File: src/rtl/mul_seq_ctrl.sv
// Iterative shift-add 32x32->64 multiplier that borrows the shared ALU for every add/subtract step.
// Optional MUL_SIGNED_EN adds the two-step two's-complement correction (FIX_A/FIX_B) after CALC.
module mul_seq_ctrl #(
  parameter int WIDTH = 32
) (
  input  logic             clk_i,
  input  logic             rst_i,
  input  logic             start_i,
  input  logic             signed_i,
  input  logic [WIDTH-1:0] src1_i,
  input  logic [WIDTH-1:0] src2_i,
  output logic             busy_o,
  output logic             done_o,
  output logic [WIDTH-1:0] hi_o,
  output logic [WIDTH-1:0] lo_o,
  output logic             alu_own_o,
  output logic [WIDTH-1:0] alu_src1_o,
  output logic [WIDTH-1:0] alu_src2_o,
  output logic [3:0]       alu_ctrl_o,
  output logic             alu_cin_o,
  input  logic [WIDTH-1:0] alu_result_i,
  input  logic             alu_cout_i
);

  localparam int               CNT_W    = $clog2(WIDTH) + 1;
  localparam logic [CNT_W-1:0] CNT_LAST = CNT_W'(WIDTH - 1);
  localparam logic [CNT_W-1:0] CNT_ONE  = CNT_W'(1);
  localparam logic [3:0]       CTRL_OFF = 4'b0000;
  localparam logic [3:0]       CTRL_ADD = 4'b0010;

`ifdef MUL_SIGNED_EN
  localparam logic [3:0] CTRL_SUB = 4'b0110;
  typedef enum logic [2:0] {IDLE, CALC, FIX_A, FIX_B, DONE} state_t;
`else
  typedef enum logic [1:0] {IDLE, CALC, DONE} state_t;
`endif

  state_t           state;
  logic [WIDTH-1:0] mcand;
  logic [WIDTH-1:0] hi;
  logic [WIDTH-1:0] lo;
  logic [CNT_W-1:0] cnt;

`ifdef MUL_SIGNED_EN
  logic [WIDTH-1:0] mplier;
  logic             neg_a;
  logic             neg_b;
  logic             sgn;
`else
  logic             unused_signed;
  assign unused_signed = signed_i;
`endif

  always_ff @(posedge clk_i or posedge rst_i) begin
    if (rst_i) begin
      state  <= IDLE;
      mcand  <= '0;
      hi     <= '0;
      lo     <= '0;
      cnt    <= '0;
      busy_o <= 1'b0;
      done_o <= 1'b0;
`ifdef MUL_SIGNED_EN
      mplier <= '0;
      neg_a  <= 1'b0;
      neg_b  <= 1'b0;
      sgn    <= 1'b0;
`endif
    end else begin
      done_o <= 1'b0;
      case (state)
        IDLE: begin
          if (start_i) begin
            mcand  <= src1_i;
            lo     <= src2_i;
            hi     <= '0;
            cnt    <= '0;
            busy_o <= 1'b1;
            state  <= CALC;
`ifdef MUL_SIGNED_EN
            mplier <= src2_i;
            sgn    <= signed_i;
            neg_a  <= signed_i & src1_i[WIDTH-1];
            neg_b  <= signed_i & src2_i[WIDTH-1];
`endif
          end
        end
        CALC: begin
          // {cout, result, lo} is the 65-bit partial product, shifted right one place
          hi  <= {alu_cout_i, alu_result_i[WIDTH-1:1]};
          lo  <= {alu_result_i[0], lo[WIDTH-1:1]};
          cnt <= cnt + CNT_ONE;
          if (cnt == CNT_LAST) begin
`ifdef MUL_SIGNED_EN
            if (sgn) begin
              state <= FIX_A;
            end else begin
              state  <= DONE;
              busy_o <= 1'b0;
              done_o <= 1'b1;
            end
`else
            state  <= DONE;
            busy_o <= 1'b0;
            done_o <= 1'b1;
`endif
          end
        end
`ifdef MUL_SIGNED_EN
        FIX_A: begin
          hi    <= alu_result_i;
          state <= FIX_B;
        end
        FIX_B: begin
          hi     <= alu_result_i;
          state  <= DONE;
          busy_o <= 1'b0;
          done_o <= 1'b1;
        end
`endif
        DONE: begin
          state <= IDLE;
        end
        default: begin
          state <= IDLE;
        end
      endcase
    end
  end

  // ALU operand/control muxes are decoded from registered state only
  always_comb begin
    alu_src1_o = '0;
    alu_src2_o = '0;
    alu_ctrl_o = CTRL_OFF;
    alu_cin_o  = 1'b0;
    case (state)
      CALC: begin
        alu_src1_o = hi;
        alu_src2_o = lo[0] ? mcand : '0;
        alu_ctrl_o = CTRL_ADD;
      end
`ifdef MUL_SIGNED_EN
      // Signed product = unsigned product - 2^W * (neg_a*B + neg_b*A)
      FIX_A: begin
        alu_src1_o = hi;
        alu_src2_o = neg_a ? mplier : '0;
        alu_ctrl_o = CTRL_SUB;
        alu_cin_o  = 1'b1;
      end
      FIX_B: begin
        alu_src1_o = hi;
        alu_src2_o = neg_b ? mcand : '0;
        alu_ctrl_o = CTRL_SUB;
        alu_cin_o  = 1'b1;
      end
`endif
      default: begin
        alu_src1_o = '0;
      end
    endcase
  end

  assign alu_own_o = busy_o;
  assign hi_o      = hi;
  assign lo_o      = lo;

endmodule
File: config.mk
export PLATFORM = sky130hd
export DESIGN_NAME = mul_seq_ctrl
export DESIGN_NICKNAME = d
export VERILOG_FILES = /design/src/rtl/mul_seq_ctrl.sv
export SDC_FILE = /design/constraint.sdc
export NUM_CORES = 1
export LEC_CHECK = 0
export ABC_AREA = 1
export BUFFER_PORTS_ARGS = -buffer_cell sky130_fd_sc_hd__clkbuf_2
export CAP_MARGIN = 20
export CELL_PAD_IN_SITES_DETAIL_PLACEMENT = 2
export CELL_PAD_IN_SITES_GLOBAL_PLACEMENT = 2
export CORE_MARGIN = 5
export CORE_UTILIZATION = 25
export CTS_CLUSTER_DIAMETER = 60
export DETAILED_ROUTE_END_ITERATION = 7
export GPL_TIMING_DRIVEN = 0
export HOLD_SLACK_MARGIN = 0.15
export PLACE_DENSITY_LB_ADDON = 0.2
export SLEW_MARGIN = 15
export SYNTH_ARGS = -nofsm -noshare
export SYNTH_HDL_FRONTEND = slang
export SYNTH_SLANG_ARGS = --single-unit
File: constraint.sdc
create_clock -name clk_i -period 4 [get_ports clk_i]
set_input_delay 0.8 -clock clk_i [delete_from_list [all_inputs] [get_ports clk_i]]
set_output_delay 0.8 -clock clk_i [all_outputs]
set_load 0.02 [all_outputs]
## Word level (Yosys, flattened, before mapping)

Index checks and enable logic that the tools add are counted.

| cells by class | value |
|---|---|
| add/subtract/negate cells | 1 |
| equal/unequal tests | 4 |
| mux-type cells | 18 |
| reduce and logical (&&, ||, !) cells | 6 |

Operator list:

| kind | number |
|---|---|
| $mux W32 | 5 |
| $pmux W32 S2 | 2 |
| $pmux W6 S2 | 1 |
| $add A6 B1 Y6 const B | 1 |
| $eq A6 B5 Y1 const B | 1 |
| $mux W2 | 3 |
| $mux W6 | 1 |
| $reduce_and A2 Y1 | 3 |
| $mux W1 | 4 |
| $ne A2 B2 Y1 const B | 2 |
| $pmux W2 S2 | 1 |
| $reduce_and A3 Y1 | 1 |
| $eq A2 B1 Y1 const B | 1 |
| $logic_not A2 Y1 | 1 |
| $pmux W1 S2 | 1 |
| $reduce_bool A2 Y1 | 1 |

| storage, ports and cells | value |
|---|---|
| register bits | 106 |
| output and inout bits | 136 |

## Logic depth before layout (Yosys ltp)

Gate-level depths: netlist of the first run.

| logic depth | value |
|---|---|
| word-level depth | 3 |
| mapped depth | 7 |
| gate-level depth less buffers | 6 |

## Least setup slack after synthesis of the first run

No wires, ideal clock.

| path | value |
|---|---|
| path type | register to output |
| start point | reg lo[0] (netlist: lo_o[0]) |
| end point | out alu_src2_o[0] |
| path buffers | 1 |
| setup slack | 2015 ps |
| cell stages (with the launch flop) | 4 |
| data required time | 3200 ps |
| data arrival time | 1185 ps |
| cell sequence | dfrtp_1 > clkbuf_1 > nand2_1 > nor2_1 |

| on the way | value |
|---|---|
| word-level cells in the longest chain between the ends | 2 |

RTL lines:

| what | RTL line | source |
|---|---|---|
| start: declaration | 41 | `logic [WIDTH-1:0] lo;` |
| start signal: assignment | 75 | `lo <= src2_i;` |
| start signal: assignment | 91 | `lo <= {alu_result_i[0], lo[WIDTH-1:1]};` |
| $mux W32 | 140 | `alu_src2_o = lo[0] ? mcand : '0;` |
| $mux W32 | 137 | `case (state)` |
| end: declaration | 18 | `output logic [WIDTH-1:0] alu_src2_o,` |

Every way passes these cells.

## Final worst setup path of the first run

| path | value |
|---|---|
| start point | reg lo[0] (netlist: lo_o[0]) |
| end point | out alu_src2_o[1] |

The elaborated chain is that of the path after synthesis.

==> results.toml, run 1 <==
[cells_and_area]
utilization = 0.346
fin_cells = 1129
syn2layout_area_growth_pct = 37.2
final_common_cell = "clkbuf_2"
nets = 962
fillCellCount = 2304
layout_common_cells = "231 x clkbuf_2, 225 x nand2_1, 106 x dfrtp_1"
diodes = 0
drive_gt1_frac = 0.344

[sta]
slew_violations = 0
worstMarginPinSlew_ns = 0.595
hold_violations = 0
rsz0062_at_grt = "false"
fmax_mhz = 377
finClkSkew_ns = 0.00586
finalWorstPathRequiredPeriod_ns = 2.65
finalSetupViolCount = 0
slew-limit-headroom = 0.603
period_share = 0.663

[floorplanning]
coreArea_um2 = 19400
dieHeight_um = 150
rows = 51
io_pins = 237
start_util = 0.252
die_x_um = 150
die-area_um2 = 22500

[place]
dp_hpwl_mm = 14.8
gp_congestion = 0.799
dp_cells = 1114
io_buffers = 231

[setup_path]
r2r_start = "state[1]$_DFFE_PP0P_"
arrival_ns = 1.85
startpoint = "lo_o[0]$_DFFE_PP0P_"
r2r-end = "lo_o[14]$_DFFE_PP0P_"
crit_required_ns = 3.20
crit_path_end_kind = "primary output"
critPathCapture = "alu_src2_o[1]"
start_kind = "register"
reg2reg_slack_ns = 2.71
reg2reg_depth = 6
cp_max_fo = 10
path_class = "register to primary output"

[clock_network]
root_buffer = "clkbuf_16"
h-tree-depth = 3
clock_latency_ns = 0.35
cts_sinks = 106
ctsHoldBuffers = 0
clkTransAtPathRegs_ns = 0.07
tritoncts = "yes"
cts_buffer_depth = 2
post-cts-setup-buffers = 0
post_cts_resized = 0
cts-buffers-inserted = 9

[synthesis]
synth_seq_area_share = 0.542
ys_seq_elements = 106
ys_types = 26
synth_edf_count = 0
ys.flop_type = "dfrtp_1"
netlist_instances = 614
syn-cell-area_um2 = 4890
async_flop_share = 1.00
ys_warn_count = 0
avgSynthCellArea_um2 = 7.97

[drt]
viasPerCell = 4.37
wire_per_inst_um = 16.7
drt-initial-drc-count = 133
wl_mm = 18.9
num_vias = 4936
drtAntennaViolNets = 0
drtPass1Iterations = 4
drcViolationCount = 0

[run]
max_cap_viol_count = 0

[global_routing]
grt_pass1_wl_mm = 29.9
antenna_found_initial = 0
grt_pass1_vias = 5717
grt_max_degree = 65
overflow = 0
grt_use_total = 0.169

[power]
ir_drop_mv = 0.260
p_leak_nw = 3.78
power_density_nw_per_um2 = 815

[outcome]
outcome = "completed"

[worst_hold_path]
hold_class = "input port to asynchronous set/reset pin"
## how the worst min path moves through the flow
stage / start / end / slack (ns) / depth (start not counted)
after detailed placement: mcand[19]$_DFFE_PP0P_ / mcand[19]$_DFFE_PP0P_ / 0.47 / 2
after CTS: rst_i / mcand[10]$_DFFE_PP0P_ / 0.47 / 2
after floorplan: mcand[10]$_DFFE_PP0P_ / mcand[10]$_DFFE_PP0P_ / 0.45 / 2
after global placement: mcand[6]$_DFFE_PP0P_ / mcand[6]$_DFFE_PP0P_ / 0.46 / 2
after global routing: rst_i / mcand[10]$_DFFE_PP0P_ / 0.50 / 2
final: rst_i / mcand[10]$_DFFE_PP0P_ / 0.47 / 2
## per-stage QoR
| step | cell area [um^2] | power, mW | setup WS [ns] | TNS [ns] | hold WS [ns] |
|---|---|---|---|---|---|
| global placement | 6390 | 4.53 | -1.27 | -133.19 | 0.462 |
| floorplan | 4900 | 3.56 | 0.411 | 0 | 0.449 |
| global route | 6710 | 5.93 | 1.19 | 0 | 0.501 |
| detailed placement | 6420 | 4.66 | 1.69 | 0 | 0.473 |
| CTS | 6710 | 5.61 | 1.29 | 0 | 0.469 |
| finish | 6710 | 5.47 | 1.35 | 0 | 0.466 |
## logic make-up (layout without fill, tap and decap cells)
| kind of cell | Yosys count | count (layout) | synth area share |
|---|---|---|---|
| flip-flops | 106 | 106 | 0.542 |
| AO/OA/AOI/OAI | 59 | 59 | 0.0609 |
| buffers and inverters | 87 | 334 | 0.0972 |
| adder cells (fa/ha/maj) | 1 | 1 | 0.00256 |
| AND/OR/NAND/NOR | 360 | 360 | 0.297 |
| other | 1 | 4 | 0.000766 |
## routing by layer
layer / up-vias / global-route usage / wire, um
li1: 2331 / - / -
met1: 2441 / 0.200 / 7840
met2: 147 / 0.305 / 9580
met3: 17 / 0.0324 / 1050
met4: 0 / 0.0595 / 385
met5: - / 0 / 0
## report_power, final
group	switching, mW	leakage [nW]	internal, mW
Combinational	1.85	2.36	0.899
Clock	0.404	0.142	0.499
Sequential	0.302	1.27	1.52
## worst max-delay path, stage by stage (launching register included)
cell and delay (ns):
dfrtp_1 0.40, clkbuf_1 0.49, nand2_1 0.27, nor2_1 0.16
clkbuf_2 0.19
## final cells by class
type                    instances  area [um^2]  share of cell area
clock inverters                 3         40.0             0.00597
flip-flops and latches        106         2650               0.395
clock buffers                  12          246              0.0367
well taps                     265          332              0.0494
plain buffers                  38          287              0.0427
multi-input cells             424         1780               0.265
repair buffers                232         1180               0.176
inverters                      49          194              0.0289
## cell usage after synthesis, types with 2 or more instances
library cell,instances,area [um^2]
buf_2,16,80.1
buf_4,8,60.1
buf_6,11,124
clkbuf_1,2,7.51
dfrtp_1,106,2650
inv_1,45,169
inv_2,3,11.3
nand2_1,225,845
nand3_1,16,80.1
nor2_1,98,368
o21ai_0,12,60.1
o21ai_1,45,225
or2_1,9,56.3
or2_2,6,37.5
## state kept, by name, summed over array words and instances, names as in the netlist
name and count:
lo_o 32, state 2, cnt 6, mcand 32, done_o 1, hi_o 32
alu_own_o 1
(Power assumes the default switching activity.)
==> run 2, diff against run 1 <==
- CORE_UTILIZATION: 25 -> 22
- clock period: 4 -> 2.2 ns (I/O delays scaled with it)
==> run 2 against run 1 <==
Compared with the run above:
- global-route usage fell by 2.4 points
- cell count increased by 1.6%
- first-iteration DRC count decreased by 20%
- critical path type unchanged
- highest routed layer is now met5
==> results.toml, run 2 (synthesized netlist as in run 1, its figures left out) <==
[clock_network]
post-cts-setup-buffers = 0
cts_sinks = 106
cts_buffer_depth = 2
h-tree-depth = 3
clkTransAtPathRegs_ns = 0.07
cts-buffers-inserted = 9
clock_latency_ns = 0.35
root_buffer = "clkbuf_16"
tritoncts = "yes"

[drt]
viasPerCell = 4.25
num_vias = 4870
wire_per_inst_um = 16.1
drt-initial-drc-count = 107
drcViolationCount = 0
drtPass1Iterations = 4
drtAntennaViolNets = 0
wl_mm = 18.4

[power]
ir_drop_mv = 0.415
power_density_nw_per_um2 = 1450
p_leak_nw = 3.82

[cells_and_area]
final_common_cell = "nand2_1"
nets = 965
syn2layout_area_growth_pct = 39.9
fillCellCount = 2654
diodes = 0
drive_gt1_frac = 0.353
fin_cells = 1147
final_area_um2 = 6850
layout_common_cells = "224 x nand2_1, 209 x clkbuf_2, 106 x dfrtp_1"
utilization = 0.313

[setup_path]
crit_path_cell_trace = "inv_2 > nand2_4 > buf_6 > clkbuf_4 > nor2_1 > clkbuf_2"
start_kind = "register"
crit_path_end_kind = "primary output"
path_class = "register to primary output"
cp_max_fo = 10
reg2reg_depth = 6
crit_required_ns = 1.76
arrival_ns = 1.67
critical-path-slowest-cell = "dfrtp_1"
max_stage_delay_ns = 0.42

[sta]
finalSetupViolCount = 0
fmax_mhz = 473
period_share = 0.960
slew_violations = 0
finClkSkew_ns = 0.00593
rsz0062_at_grt = "true"
finalWorstPathRequiredPeriod_ns = 2.11
layout_setup_ws_ns = 0.0877
hold_violations = 0

[outcome]
outcome = "completed"

[global_routing]
grt_pass1_wl_mm = 29.9
grt_pass1_vias = 5358
grt_max_degree = 32
antenna_found_initial = 1
grt_use_total = 0.145
overflow = 0

[floorplanning]
die-area_um2 = 25300
start_util = 0.224
coreArea_um2 = 21900
dieHeight_um = 159
io_pins = 237
rows = 54
die_x_um = 159

[worst_hold_path]
whs_path_depth = 3
hold_class = "input port to register"

[place]
dp_hpwl_mm = 14.4
placed_area_um2 = 6500
dpl_worst_slack_ns = 0.263
io_buffers = 231
gp_congestion = 0.720
dp_cells = 1132

[run]
max_cap_viol_count = 0
==> run 2: final cells by class <==
cell class              instances  area [um^2]  area share
repair buffers                236         1280       0.188
multi-input cells             424         1790       0.261
well taps                     280          350      0.0512
flip-flops and latches        106         2650       0.387
inverters                      49          193      0.0281
plain buffers                  37          292      0.0426
clock buffers                  10          229      0.0334
clock inverters                 5         56.3     0.00823
==> run 2: metal layers <==
metal  part of all wire  GRT usage
met1               0.46      0.188
met2               0.48      0.243
met3              0.050     0.0360
met4              0.012     0.0396
met5            0.00071          0
==> run 2: worst paths after layout <==
kind / from / endpoint / slack, ns
worst max-delay path: state[1]$_DFFE_PP0P_ / alu_src1_o[16] / 0.09
min in group asynchronous: rst_i / lo_o[29]$_DFFE_PP0P_ / 0.60
worst max register to register: state[1]$_DFFE_PP0P_ / lo_o[17]$_DFFE_PP0P_ / 0.87
max in group asynchronous: rst_i / cnt[0]$_DFFE_PP0P_ / 0.92
worst min-delay path: src1_i[19] / mcand[19]$_DFFE_PP0P_ / 0.28
worst min register to register: mcand[12]$_DFFE_PP0P_ / mcand[12]$_DFFE_PP0P_ / 0.48
==> run 2: stage by stage <==
step | hold slack (ns) | total power [mW] | setup TNS (ns)
after global placement | 0.464 | 8.32 | -53.80
after detailed placement | 0.410 | 8.44 | 0
after floorplan | 0.449 | 6.47 | 0
final | 0.281 | 9.93 | 0
after CTS | 0.265 | 10.1 | 0
after global routing | 0.277 | 10.8 | -0.000192
==> run 2: what timing repair did <==
action	CTS	global route
hold buffers	1	0
hold endpoints to repair	8	0
setup endpoints to repair	6	27
gates resized for setup	3	41
==> run 2: report_power, final <==
group	internal, mW	switching, mW
clock	0.877	0.759
sequential	2.76	0.513
combinational	1.71	3.32
==> run 2: critical path: cells and delay by family (launching register included) <==
kind | cells | cell delay (ns)
DFF | 1 | 0.42
buffers and inverters | 4 | 0.68
and+or+nand+nor | 2 | 0.21
==> run 3, diff against run 2 <==
- BUFFER_PORTS_ARGS: -buffer_cell sky130_fd_sc_hd__clkbuf_2 -> default
- CORE_UTILIZATION: 22 -> 30
- DONT_BUFFER_PORTS: default -> 1
==> run 3 against run 2 <==
Compared with the run above:
- flip-flop and latch count is the same
- sequential power grew 22%
- sequential share of layout area grew 7.9 points
- clock power grew 2%
- cell count shrank 26%
==> results.toml, run 3 (synthesized netlist as in run 1, its figures left out) <==
[sta]
hold_violations = 0
period_share = 0.986
worstMarginPinSlew_ns = 0.722
finalSetupViolCount = 0
rsz0062_at_grt = "true"
slew-limit-headroom = 0.517
finClkSkew_ns = 0.00681
slew_violations = 0
finalWorstPathRequiredPeriod_ns = 2.17
fmax_mhz = 461

[power]
ir_drop_mv = 0.645
p_total_mw = 9.23
p_leak_nw = 2.82
power_density_nw_per_um2 = 1620

[clock_network]
clkTransAtPathRegs_ns = 0.07
h-tree-depth = 3
cts_sinks = 106
root_buffer = "clkbuf_16"
post-cts-setup-buffers = 0
tritoncts = "yes"
cts_buffer_depth = 2
cts-buffers-inserted = 9
clock_latency_ns = 0.35

[floorplanning]
die-area_um2 = 19000
io_pins = 237
die_x_um = 138
rows = 46
start_util = 0.307
coreArea_um2 = 15900
dieHeight_um = 138

[setup_path]
max_stage_delay_ns = 0.42
reg2reg_depth = 6
r2r_start = "state[1]$_DFFE_PP0P_"
crit_path_cell_trace = "inv_2 > nand2_4 > buf_6 > buf_2 > nor2_1"
path_class = "register to primary output"
startpoint = "state[1]$_DFFE_PP0P_"
critical-path-slowest-cell = "dfrtp_1"
cp_max_fo = 10
crit_path_end_kind = "primary output"
crit_required_ns = 1.76
r2r-end = "lo_o[24]$_DFFE_PP0P_"
crit_family = "buffers and inverters"
crit_buf_inv = 3
reg2reg_slack_ns = 0.86
start_kind = "register"
arrival_ns = 1.73

[place]
dp_hpwl_mm = 12.9
gp_congestion = 0.703
placed_area_um2 = 5250
io_buffers = 0

[cells_and_area]
nets = 733
drive_gt1_frac = 0.184
syn2layout_area_growth_pct = 16.1
final_common_cell = "nand2_1"
final_area_um2 = 5680
layout_common_cells = "225 x nand2_1, 106 x dfrtp_1, 50 x nor2_1"
diodes = 0

[global_routing]
grt_pass1_wl_mm = 25.7
grt_use_total = 0.176
antenna_found_initial = 0
grt_max_degree = 33
grt_pass1_vias = 4600
overflow = 0

[drt]
drt-initial-drc-count = 149
num_vias = 4058
drcViolationCount = 0
drtPass1Iterations = 4
viasPerCell = 4.76
drtAntennaViolNets = 0
wire_per_inst_um = 19.6
wl_mm = 16.7

[worst_hold_path]
min_delay_worst_endpoint = "mcand[30]$_DFFE_PP0P_"
hold_class = "input port to register"
holdCritStartpoint = "src1_i[30]"
whs_path_depth = 2

[outcome]
outcome = "completed"

[run]
max_cap_viol_count = 0
[run 3: how the worst max path moves through the flow]
stage | to | slack [ns] | depth (start not counted)
6_report | alu_src2_o[6] | 0.03 | 5
5_1_grt | alu_src1_o[20] | -0.06 | 5
4_1_cts | alu_src2_o[1] | -0.06 | 5
3_5_place_dp | alu_src2_o[3] | 0.13 | 3
3_3_place_gp | mcand[19]$_DFFE_PP0P_ | -0.27 | 1
2_1_floorplan | alu_own_o$_DFFE_PP0P_ | 0.49 | 1
[run 3: what timing repair did]
item	in CTS	in global routing
setup endpoints to repair	34	55
gates resized for setup	23	29
cloned	0	0
hold endpoints to repair	26	0
hold buffers	1	0
[run 3: final cells by class]
type / count / area, um^2
tap: 216 / 270
sequential: 106 / 2650
clock buffer: 14 / 264
clock inverter: 2 / 35.0
multi-input combinational: 424 / 1910
fill: 1857 / 10300
timing repair buffer: 4 / 77.6
inverter: 49 / 193
buffer: 37 / 284
[run 3: per-layer routing]
layer	wire (um)	global-route usage	vias up
li1	-	-	1884
met1	6610	0.209	2031
met5	0	0	-
met3	1360	0.0486	10
met2	8530	0.309	133
met4	189	0.0543	0
[run 3: through the flow]
step / cells / setup slack (ns) / hold WS, ns / setup TNS [ns] / util
floorplan: 617 / 0.486 / 0.449 / 0 / -
global placement: 833 / -0.267 / 0.462 / -27.21 / 0.325
detailed placement: 836 / 0.126 / 0.469 / 0 / 0.329
CTS: 853 / -0.0552 / 0.182 / -0.126 / 0.352
global route: 852 / -0.0612 / 0.190 / -0.954 / 0.356
finish: 852 / 0.0314 / 0.201 / 0 / 0.356
[run 3: where the power goes]
| part | switching [mW] | internal, mW | leakage [nW] |
|---|---|---|---|
| clock network | 0.731 | 0.947 | 0.147 |
| logic | 2.49 | 1.07 | 1.40 |
| registers | 1.23 | 2.75 | 1.27 |
